`src/rtl/mat_vec_loader.sv`:
```
// Memory-side producer for the 8x8 matrix-vector unit. It fetches eight A rows
// and the b word, then writes them column by column into the unit's FIFOs.
module mat_vec_loader #(
    parameter int DATA_WIDTH  = 8,
    parameter int ADDR_WIDTH  = 32,
    parameter int WORD_STRIDE = 8
) (
    input  logic                    clk,
    input  logic                    rst_n,
    input  logic                    start,
    input  logic [ADDR_WIDTH-1:0]   base_addr,
    output logic                    busy,
    output logic                    done,
    output logic [ADDR_WIDTH-1:0]   mem_addr,
    output logic                    mem_read,
    input  logic                    mem_waitrequest,
    input  logic [8*DATA_WIDTH-1:0] mem_readdata,
    input  logic                    mem_readdatavalid,
    output logic                    clr,
    output logic                    a_wren,
    output logic [DATA_WIDTH-1:0]   a_fifo_in [7:0],
    output logic                    b_wren,
    output logic [DATA_WIDTH-1:0]   b_fifo_in
);

    localparam int WORD_W = 8 * DATA_WIDTH;

    typedef enum logic [2:0] {IDLE, CLR, FETCH, WRITE, DONE} state_t;

    state_t                state, state_nxt;
    logic [3:0]            issued, received;
    logic [2:0]            wcnt;
    logic [ADDR_WIDTH-1:0] addr_q;
    logic [WORD_W-1:0]     buf_q [9];
    logic                  accept, rvalid;

    assign accept = mem_read && !mem_waitrequest;
    // Responses only count while fetching; stale ones after an abort land in IDLE.
    assign rvalid = (state == FETCH) && mem_readdatavalid && (received < 4'd9);

    always_ff @(posedge clk or negedge rst_n) begin
        if (!rst_n) state <= IDLE;
        else        state <= state_nxt;
    end

    always_ff @(posedge clk or negedge rst_n) begin
        if (!rst_n) begin
            issued   <= '0;
            received <= '0;
            wcnt     <= '0;
            addr_q   <= '0;
        end else begin
            case (state)
                IDLE: begin
                    if (start) begin
                        addr_q   <= base_addr;
                        issued   <= '0;
                        received <= '0;
                        wcnt     <= '0;
                    end
                end
                FETCH: begin
                    if (accept) begin
                        issued <= issued + 4'd1;
                        addr_q <= addr_q + ADDR_WIDTH'(WORD_STRIDE);
                    end
                    if (rvalid) received <= received + 4'd1;
                end
                WRITE:   wcnt <= wcnt + 3'd1;
                default: ;
            endcase
        end
    end

    always_ff @(posedge clk) begin
        if (rvalid) buf_q[received] <= mem_readdata;
    end

    always_comb begin
        state_nxt = state;
        case (state)
            IDLE:    if (start) state_nxt = CLR;
            CLR:     state_nxt = FETCH;
            FETCH:   if (rvalid && received == 4'd8) state_nxt = WRITE;
            WRITE:   if (wcnt == 3'd7) state_nxt = DONE;
            DONE:    state_nxt = IDLE;
            default: state_nxt = IDLE;
        endcase
    end

    always_comb begin
        busy      = 1'b0;
        done      = 1'b0;
        clr       = 1'b0;
        mem_read  = 1'b0;
        mem_addr  = '0;
        a_wren    = 1'b0;
        b_wren    = 1'b0;
        b_fifo_in = '0;
        for (int r = 0; r < 8; r++) a_fifo_in[r] = '0;
        case (state)
            CLR: begin
                busy = 1'b1;
                clr  = 1'b1;
            end
            FETCH: begin
                busy     = 1'b1;
                mem_read = (issued < 4'd9);
                if (mem_read) mem_addr = addr_q;
            end
            WRITE: begin
                busy   = 1'b1;
                a_wren = 1'b1;
                b_wren = 1'b1;
                // Transpose: column wcnt of A is byte lane wcnt of every row word.
                for (int r = 0; r < 8; r++)
                    a_fifo_in[r] = buf_q[r][int'(wcnt)*DATA_WIDTH +: DATA_WIDTH];
                b_fifo_in = buf_q[8][int'(wcnt)*DATA_WIDTH +: DATA_WIDTH];
            end
            DONE:    done = 1'b1;
            default: ;
        endcase
    end

endmodule

```
`config.mk`:
```
export PLATFORM = sky130hd
export DESIGN_NAME = mat_vec_loader
export DESIGN_NICKNAME = d
export VERILOG_FILES = /design/src/rtl/mat_vec_loader.sv
export SDC_FILE = /design/constraint.sdc
export NUM_CORES = 1
export LEC_CHECK = 0
export CAP_MARGIN = 25
export CORE_ASPECT_RATIO = 0.6
export CORE_MARGIN = 5
export CORE_UTILIZATION = 45
export CTS_CLUSTER_DIAMETER = 30
export CTS_CLUSTER_SIZE = 20
export DETAILED_ROUTE_END_ITERATION = 8
export GPL_TIMING_DRIVEN = 0
export PLACE_DENSITY = 0.76
export SYNTH_ARGS = -nofsm -noshare
export SYNTH_HDL_FRONTEND = slang
export SYNTH_SLANG_ARGS = --single-unit
```
`constraint.sdc`:
```
create_clock -name clk -period 11.55 [get_ports clk]
set_clock_uncertainty 0.05 [all_clocks]
set_input_delay 1.7325 -clock clk [delete_from_list [all_inputs] [get_ports clk]]
set_output_delay 1.7325 -clock clk [all_outputs]
set_load 0.005 [all_outputs]
```
# Word-level counts from Yosys, hierarchy flattened
# Memories as Yosys holds them, arrays and structs flattened.
# Index checks and enable logic that the tools add are counted.
# Widths: inputs -> output; s select.
classes:
  order_cmp: 2
  n_reduce_logical: 13
  n_eq_ne: 11
  addsub: 4
  n_shift: 9
  n_mux: 25
ops:
  columns: ["operator", "n"]
  rows:
  - ["$shiftx 64x7->8", 9]
  - ["$mux 32", 4]
  - ["$mux 64", 1]
  - ["$pmux 32 s2", 1]
  - ["$add 32x4->32 const B", 1]
  - ["$pmux 4 s2", 2]
  - ["$mux 3", 4]
  - ["$mux 4", 3]
  - ["$pmux 3 s4", 1]
  - ["$reduce_and 3->1", 3]
  - ["$add 4x1->4 const B", 2]
  - ["$lt 4x4->1 const B", 2]
  - ["$mux 8", 1]
  - ["$ne 2x2->1 const B", 4]
  - ["$mux 1", 7]
  - ["$eq 3x2->1 const B", 2]
  - ["$eq 3x3->1 const B", 2]
  - ["$pmux 3 s2", 1]
  - ["$eq 4x4->1 const B", 1]
  - ["$logic_and 1x1->1", 4]
  - ["$reduce_bool 2->1", 2]
  - ["$add 3x1->3 const B", 1]
  - ["$eq 3x1->1 const B", 1]
  - ["$logic_not 3->1", 1]
  - ["4 further kinds", 4]
totals:
  ram_bits: 576
  n_memories: 1
  inputBits: 101
  elab_cells: 70
  output_inout_bits: 110
  register_bits: 46
memory_table:
  columns: ["name", "depth", "word_bits", "read_ports", "rd_clocked_by_memory_dff", "wr", "line", "text"]
  rows:
  - ["buf_q", 9, 64, 9, 0, 1, "34", "logic [WORD_W-1:0] buf_q [9];"]

# Longest topological paths before layout
# Gate-level depths: netlist of the first run.
depth:
  ltp_word: 6
  mapped_depth: 9
  mapped_depth_nobuf: 7

# Worst setup path after synthesis of the first run
# OpenSTA, ideal clock, no wires.
synth_path:
  path_type: "input -> register"
  start: "input port mem_readdatavalid"
  end: "memory buf_q[7][0] (netlist name), enable pin"
  required_ns: 10.935
  arrival_ns: 6.219
  setup_time_ns: 0.565
  n_path_buf: 0
  setup_slack_ns: 4.716
  cell_stages: 2
  cell_sequence: "nand3_1 > nor3_1"
synth_between:
  elab_chain_len: 4
synth_rtl:
  columns: ["item", "line", "text"]
  rows:
  - ["from (decl)", "18", "input logic mem_readdatavalid,"]
  - ["$logic_and 1x1->1 (2 in series)", "39", "assign rvalid = (state == FETCH) && mem_readdatavalid && (received < 4'd9);"]
  - ["$mux 1", "76", "if (rvalid) buf_q[received] <= mem_readdata;"]
  - ["$mux 1 (implied by the code)", "76", null]
  - ["to (decl)", "34", null]
# No other way between the ends.

==> results.cfg, run 1 <==
[outcome]
outcome = completed

[final_layout]
fin_util_pct = 57.7
drive_above_1_share_pct = 22.3
mostFrequentLayoutCells = edfxtp_1, clkdlybuf4s50_1, mux4_2
fin_nets = 1727
area_growth_pct = 26.5
layout_commonest_cell = edfxtp_1
antenna_cells = 0

[place]
dpl_worst_slack_ns = 6.50
io_buffer_count = 210
dp_hpwl_um = 47000
gp_congestion = 0.888

[clock_tree]
hold_buffers = 0
clkTransAtPathRegs_ns = 0.05
cts_setup_buffers = 0
numCtsBuffers = 86
cts_buffer_depth = 3
cts.sinks = 622
cts_resized = 0
h-tree-depth = 3
clock_latency_ns = 0.62
cts_tree = yes
cts_root_buffer = clkbuf_16

[critical_path]
cp.required_ns = 9.77
path_class = reg -> out
worstSetupEndpoint = a_fifo_in[14]
end_kind = output pin
rr_endpoint = buf_q[0][52]
r2r_slack_ns = 7.81
reg2reg_from = state[2]
cp-start-kind = flip-flop
r2r_cells = 6
critPathArrivalTime_ns = 3.79
startpoint = wcnt[1]
path_max_fanout = 10

[grt]
antenna_found_initial = 0
grt_use_total_pct = 23.7
grt_pass1_vias = 14249
grt_pass1_wl_um = 102000
grt_max_degree = 65
grt-ovfl-total = 0

[logic_synthesis]
mappedNetlistNets = 1391
synth_compound_area_share_pct = 2.60
netlist_area_um2 = 24800
synth_fa_ha_area_share_pct = 0.453
synth_xor_area_share_pct = 0.0353
synth_seq_cells = 622
async_reset_ff_share_pct = 7.40
ys_seq_area_share_pct = 74.3
ys.flop_type = edfxtp_1
synthSimpleGateAreaFrac_pct = 5.08
yosys_warnings = 0
synth_top_family_by_area = multiplexers
syn_inst = 1281
ys_types = 62
synth_mux_area_share_pct = 16.0
avgSynthCellArea_um2 = 19.4
synth-edff-count = 576

[timing]
rsz0062_at_grt = no
min_period_ns = 5.57
relSlewSlack_pct = 26.5
setup_slack_ns = 5.98
fin_crit_sh_pct = 48.3
finalSetupViolCount = 0
setup_tns_ns = 0
holdWs_ns = 0.428
hold_viol = 0
worst_pin_slew_ns = 1.10
max_freq_mhz = 179
maxSlewViolCount = 0

[min_path]
hold-path-cell-count = 2
min_path_type = reg -> reg

[power]
peakVddDrop_mv = 0.173
p_leak_uw = 0.0104
p_total_uw = 8560
power.density_nw_per_um2 = 273

[floorplan]
die_w_um = 313
num_rows = 66
ios = 211
start_util_pct = 45.6
fp.dieH_um = 192
dieArea_um2 = 60100
core_um2 = 54400

[route]
firstDrtPassIters = 6
wire_per_inst_um = 29.9
avgViaCountPerCell = 5.97
dr_total_vias = 14349
routed_wl_um = 71800
drcViolationCount = 0
drtIter0Drc = 1815
drtAntennaViolNets = 0

[run]
drv_cap = 0
==> critical path: stages (launching register included) <==
cell and delay, ns:
dfrtp_1 0.37, clkbuf_1 0.32, clkbuf_1 0.49, clkbuf_1 0.66, buf_8 0.24, mux4_2 0.31
mux2i_1 0.26, nor2_1 0.07, clkdlybuf4s50_1 0.47
==> sequential cells by signal (all words and copies together) (netlist names) <==
register / flops
buf_q: 576
addr_q: 32
issued: 4
received: 4
state: 3
wcnt: 3
==> cell type report <==
class,instances,area [um^2]
clock inverters,69,837
multi-input cells,579,6040
plain buffers,71,342
repair buffers,248,2640
fillers,3899,23000
well taps,714,893
clock buffers,90,2170
inverters,9,33.8
flip-flops and latches,622,18400
==> layer usage <==
metal | share of wire [%] | global-route usage, % | vias to the layer above
met1 | 41 | 35.4 | 7423
li1 | - | - | 5899
met4 | 1.9 | 5.62 | 0
met3 | 12 | 6.47 | 112
met5 | 0 | 0 | -
met2 | 45 | 35.4 | 915
==> power by group <==
group | switching [uW] | internal (uW) | total (uW)
Sequential | 138 | 2750 | 2890
Clock | 1100 | 1600 | 2710
Combinational | 1620 | 1340 | 2960
==> how the worst min path moves through the flow <==
| stage | slack [ns] | end | from |
|---|---|---|---|
| floorplan | 0.39 | addr_q[0] | addr_q[0] |
| global placement | 0.40 | addr_q[0] | addr_q[0] |
| detailed placement | 0.42 | addr_q[2] | addr_q[2] |
| CTS | 0.43 | addr_q[2] | addr_q[2] |
| global route | 0.46 | addr_q[0] | addr_q[0] |
| finish | 0.43 | addr_q[2] | addr_q[2] |
==> through the flow <==
| step | instances | cell area, um^2 |
|---|---|---|
| after floorplan | 1281 | 24800 |
| after global placement | 2205 | 27800 |
| after detailed placement | 2241 | 28400 |
| after CTS | 2400 | 31400 |
| after global routing | 2402 | 31400 |
| final | 2402 | 31400 |
==> logic make-up (layout without fill, tap and decap cells) <==
family                     after synthesis  in the layout
xor gates and xnor gates                 1              1
buffers and inverters                   80            487
adders and majority gates                9              9
DFF                                    622            622
AOI/OAI and AO/OA                       94             94
muxes                                  218            218
and+or+nand+nor                        257            257
==> cells in the mapped netlist (all sizes together) (2+ instances only) <==
master,instances,area (um^2)
o311ai,3,26.3
and2,39,244
o211ai,4,30.0
clkbuf,34,129
o21ai,19,95.1
edfxtp,576,17300
a21oi,29,175
or4,2,15.0
ha,9,113
o22ai,10,62.6
nand3,26,130
dfrtp,46,1150
mux2i,74,741
nor2,99,374
inv,9,33.8
o22a,2,17.5
a22o,2,17.5
nor3b,4,30.0
nand2,39,146
and4,3,26.3
and3,12,75.1
nand2b,4,25.0
o32ai,2,17.5
a211o,2,17.5
nor3,10,50.1
nand4,7,43.8
mux4,144,3240
buf,37,209
nor2b,2,12.5
a211oi,2,27.5
or2,2,12.5
or3,3,18.8
nor4,2,27.5
a31oi,5,37.5
a2bb2oi,4,35.0
No activity file was read; power rests on OpenSTA's default activity.
==> inputs of run 2 (changes only) <==
--- a/config.mk
+++ b/config.mk
@@ -13,7 +13,7 @@
 export CTS_CLUSTER_SIZE = 20
 export DETAILED_ROUTE_END_ITERATION = 8
 export GPL_TIMING_DRIVEN = 0
-export PLACE_DENSITY = 0.76
+export PLACE_DENSITY = 0.78
 export SYNTH_ARGS = -nofsm -noshare
 export SYNTH_HDL_FRONTEND = slang
 export SYNTH_SLANG_ARGS = --single-unit
==> constraint.sdc (replaced) <==
create_clock -name clk -period 5 [get_ports clk]
set_clock_uncertainty 0.05 [all_clocks]
set_input_delay 0.75 -clock clk [delete_from_list [all_inputs] [get_ports clk]]
set_output_delay 0.75 -clock clk [all_outputs]
set_load 0.005 [all_outputs]
==> results.cfg, run 2 (synthesis gave the netlist of run 1 again) <==
[critical_path]
r2r_slack_ns = 0.95
critPathArrivalTime_ns = 3.89
r2r_cells = 8
crit_chain = clkbuf_1 -> or2_2 -> clkbuf_1 -> clkbuf_1 -> nor2_1 -> clkdlybuf4s50_1
max_stage_delay_ns = 0.91
end_kind = output pin
cp-start-kind = flip-flop
cp_common_cell = clkbuf_1
reg2reg_from = state[2]
cp.required_ns = 4.20
crit_slowest_cell = clkbuf_1
rr_endpoint = buf_q[3][47]
path_class = reg -> out
path_max_fanout = 10

[grt]
use_met2_pct = 38.4
grt_max_degree = 65
use_met3_pct = 7.05
grtUsageMet1_pct = 35.0
grt-ovfl-total = 0
grt_pass1_wl_um = 106000
grt_pass1_vias = 14890
antenna_found_initial = 0
busiest_layer = met2
grt_use_total_pct = 24.8

[timing]
fin_crit_sh_pct = 93.8
relSlewSlack_pct = 23.2
max_freq_mhz = 213
setup_slack_ns = 0.309
worst_pin_slew_ns = 1.15
rsz0062_at_grt = no
min_period_ns = 4.69
setup_tns_ns = 0
hold_viol = 0
holdWs_ns = 0.0153
finalSetupViolCount = 0
maxSlewViolCount = 0

[place]
place_area_um2 = 28300
dp_hpwl_um = 47100
dpl_worst_slack_ns = 0.731
io_buffer_count = 210
gp_congestion = 0.910

[floorplan]
ios = 211
core_um2 = 54400
num_rows = 66
dieArea_um2 = 60100
fp.dieH_um = 192
start_util_pct = 45.6
die_w_um = 313

[min_path]
min_path_type = in -> async

[outcome]
outcome = completed

[run]
drv_cap = 0

[final_layout]
final_area_um2 = 31500
top_register = buf_q
largest_registers = buf_q (576), addr_q (32)
layout_commonest_cell = edfxtp_1
area_growth_pct = 26.9
fin_nets = 1729
mostFrequentLayoutCells = edfxtp_1, clkdlybuf4s50_1, mux4_2
drive_above_1_share_pct = 22.6
antenna_cells = 0
largest_register_ffs = 576

[route]
dr_total_vias = 14722
drcViolationCount = 0
routed_wl_um = 74900
drtAntennaViolNets = 0
wire_per_inst_um = 31.2
drtIter0Drc = 2336
firstDrtPassIters = 5
avgViaCountPerCell = 6.12

[power]
p_leak_uw = 0.0105
power.density_nw_per_um2 = 640
peakVddDrop_mv = 0.412

[clock_tree]
clock_latency_ns = 0.62
hold_buffers = 0
clkTransAtPathRegs_ns = 0.06
cts.sinks = 622
cts_buffer_depth = 3
cts_root_buffer = clkbuf_16
numCtsBuffers = 88
h-tree-depth = 3
cts_tree = yes
## run 2: cell types whose count changed in the layout (fill, tap and decap cells not counted), sizes merged
cell | before | now
bufinv | 8 | 13
clkinv | 36 | 27
inv | 30 | 27
clkbuf | 124 | 130
clkinvlp | 4 | 8
## run 2: worst max-delay path, delay by kind of cell, from the launching register on
| kind | cells | cell delay [ns] |
|---|---|---|
| and+or+nand+nor | 2 | 0.59 |
| buffers and inverters | 4 | 2.28 |
| DFF | 1 | 0.38 |
## run 2: cell type report
class                      instances  area (um^2)
clock buffer                      96         2270
timing repair buffer             248         2670
clock inverter                    66          818
tap                              714          893
multi-input combinational        579         6040
buffer                            71          342
fill                            3875        22900
inverter                           9         33.8
sequential                       622        18400
## run 2: per-layer routing
metal,share of wire (%),vias up
li1,-,5903
met1,38,7597
met2,46,1078
met3,13,144
met4,2.7,0
met5,0,-
## run 2: where the power goes
part / leakage, uW / internal [uW] / total (uW) / switching [uW]
Combinational: 0.00322 / 3130 / 6970 / 3840
Sequential: 0.00575 / 6360 / 6720 / 355
Clock: 0.00150 / 4030 / 6490 / 2460
Total: 0.0105 / 13500 / 20200 / 6660
## run 2: repair_timing
action | CTS | global route
hold endpoints to repair | 0 | 0
gates resized for setup | 0 | 2
endpoints found under the setup margin | 0 | 1
buffers inserted | 0 | 0
## run 2: how the worst max path moves through the flow
stage / to / depth (start not counted) / slack, ns / from
after floorplan: buf_q[7][0] / 5 / -1.37 / state[2]
after global placement: buf_q[7][52] / 5 / -4.42 / state[2]
after detailed placement: a_fifo_in[57] / 7 / 0.73 / wcnt[1]
after CTS: a_fifo_in[49] / 7 / 0.04 / wcnt[1]
after global routing: a_fifo_in[57] / 8 / 0.21 / wcnt[1]
final: a_fifo_in[9] / 6 / 0.31 / state[2]
## run 2: per-stage QoR
step,instances,util (%),power [uW]
after CTS,2399,57.8,20100
after global routing,2405,57.9,20900
after detailed placement,2237,52.1,13500
final,2405,57.9,20200
after global placement,2205,51.1,13100
after floorplan,1281,-,10200
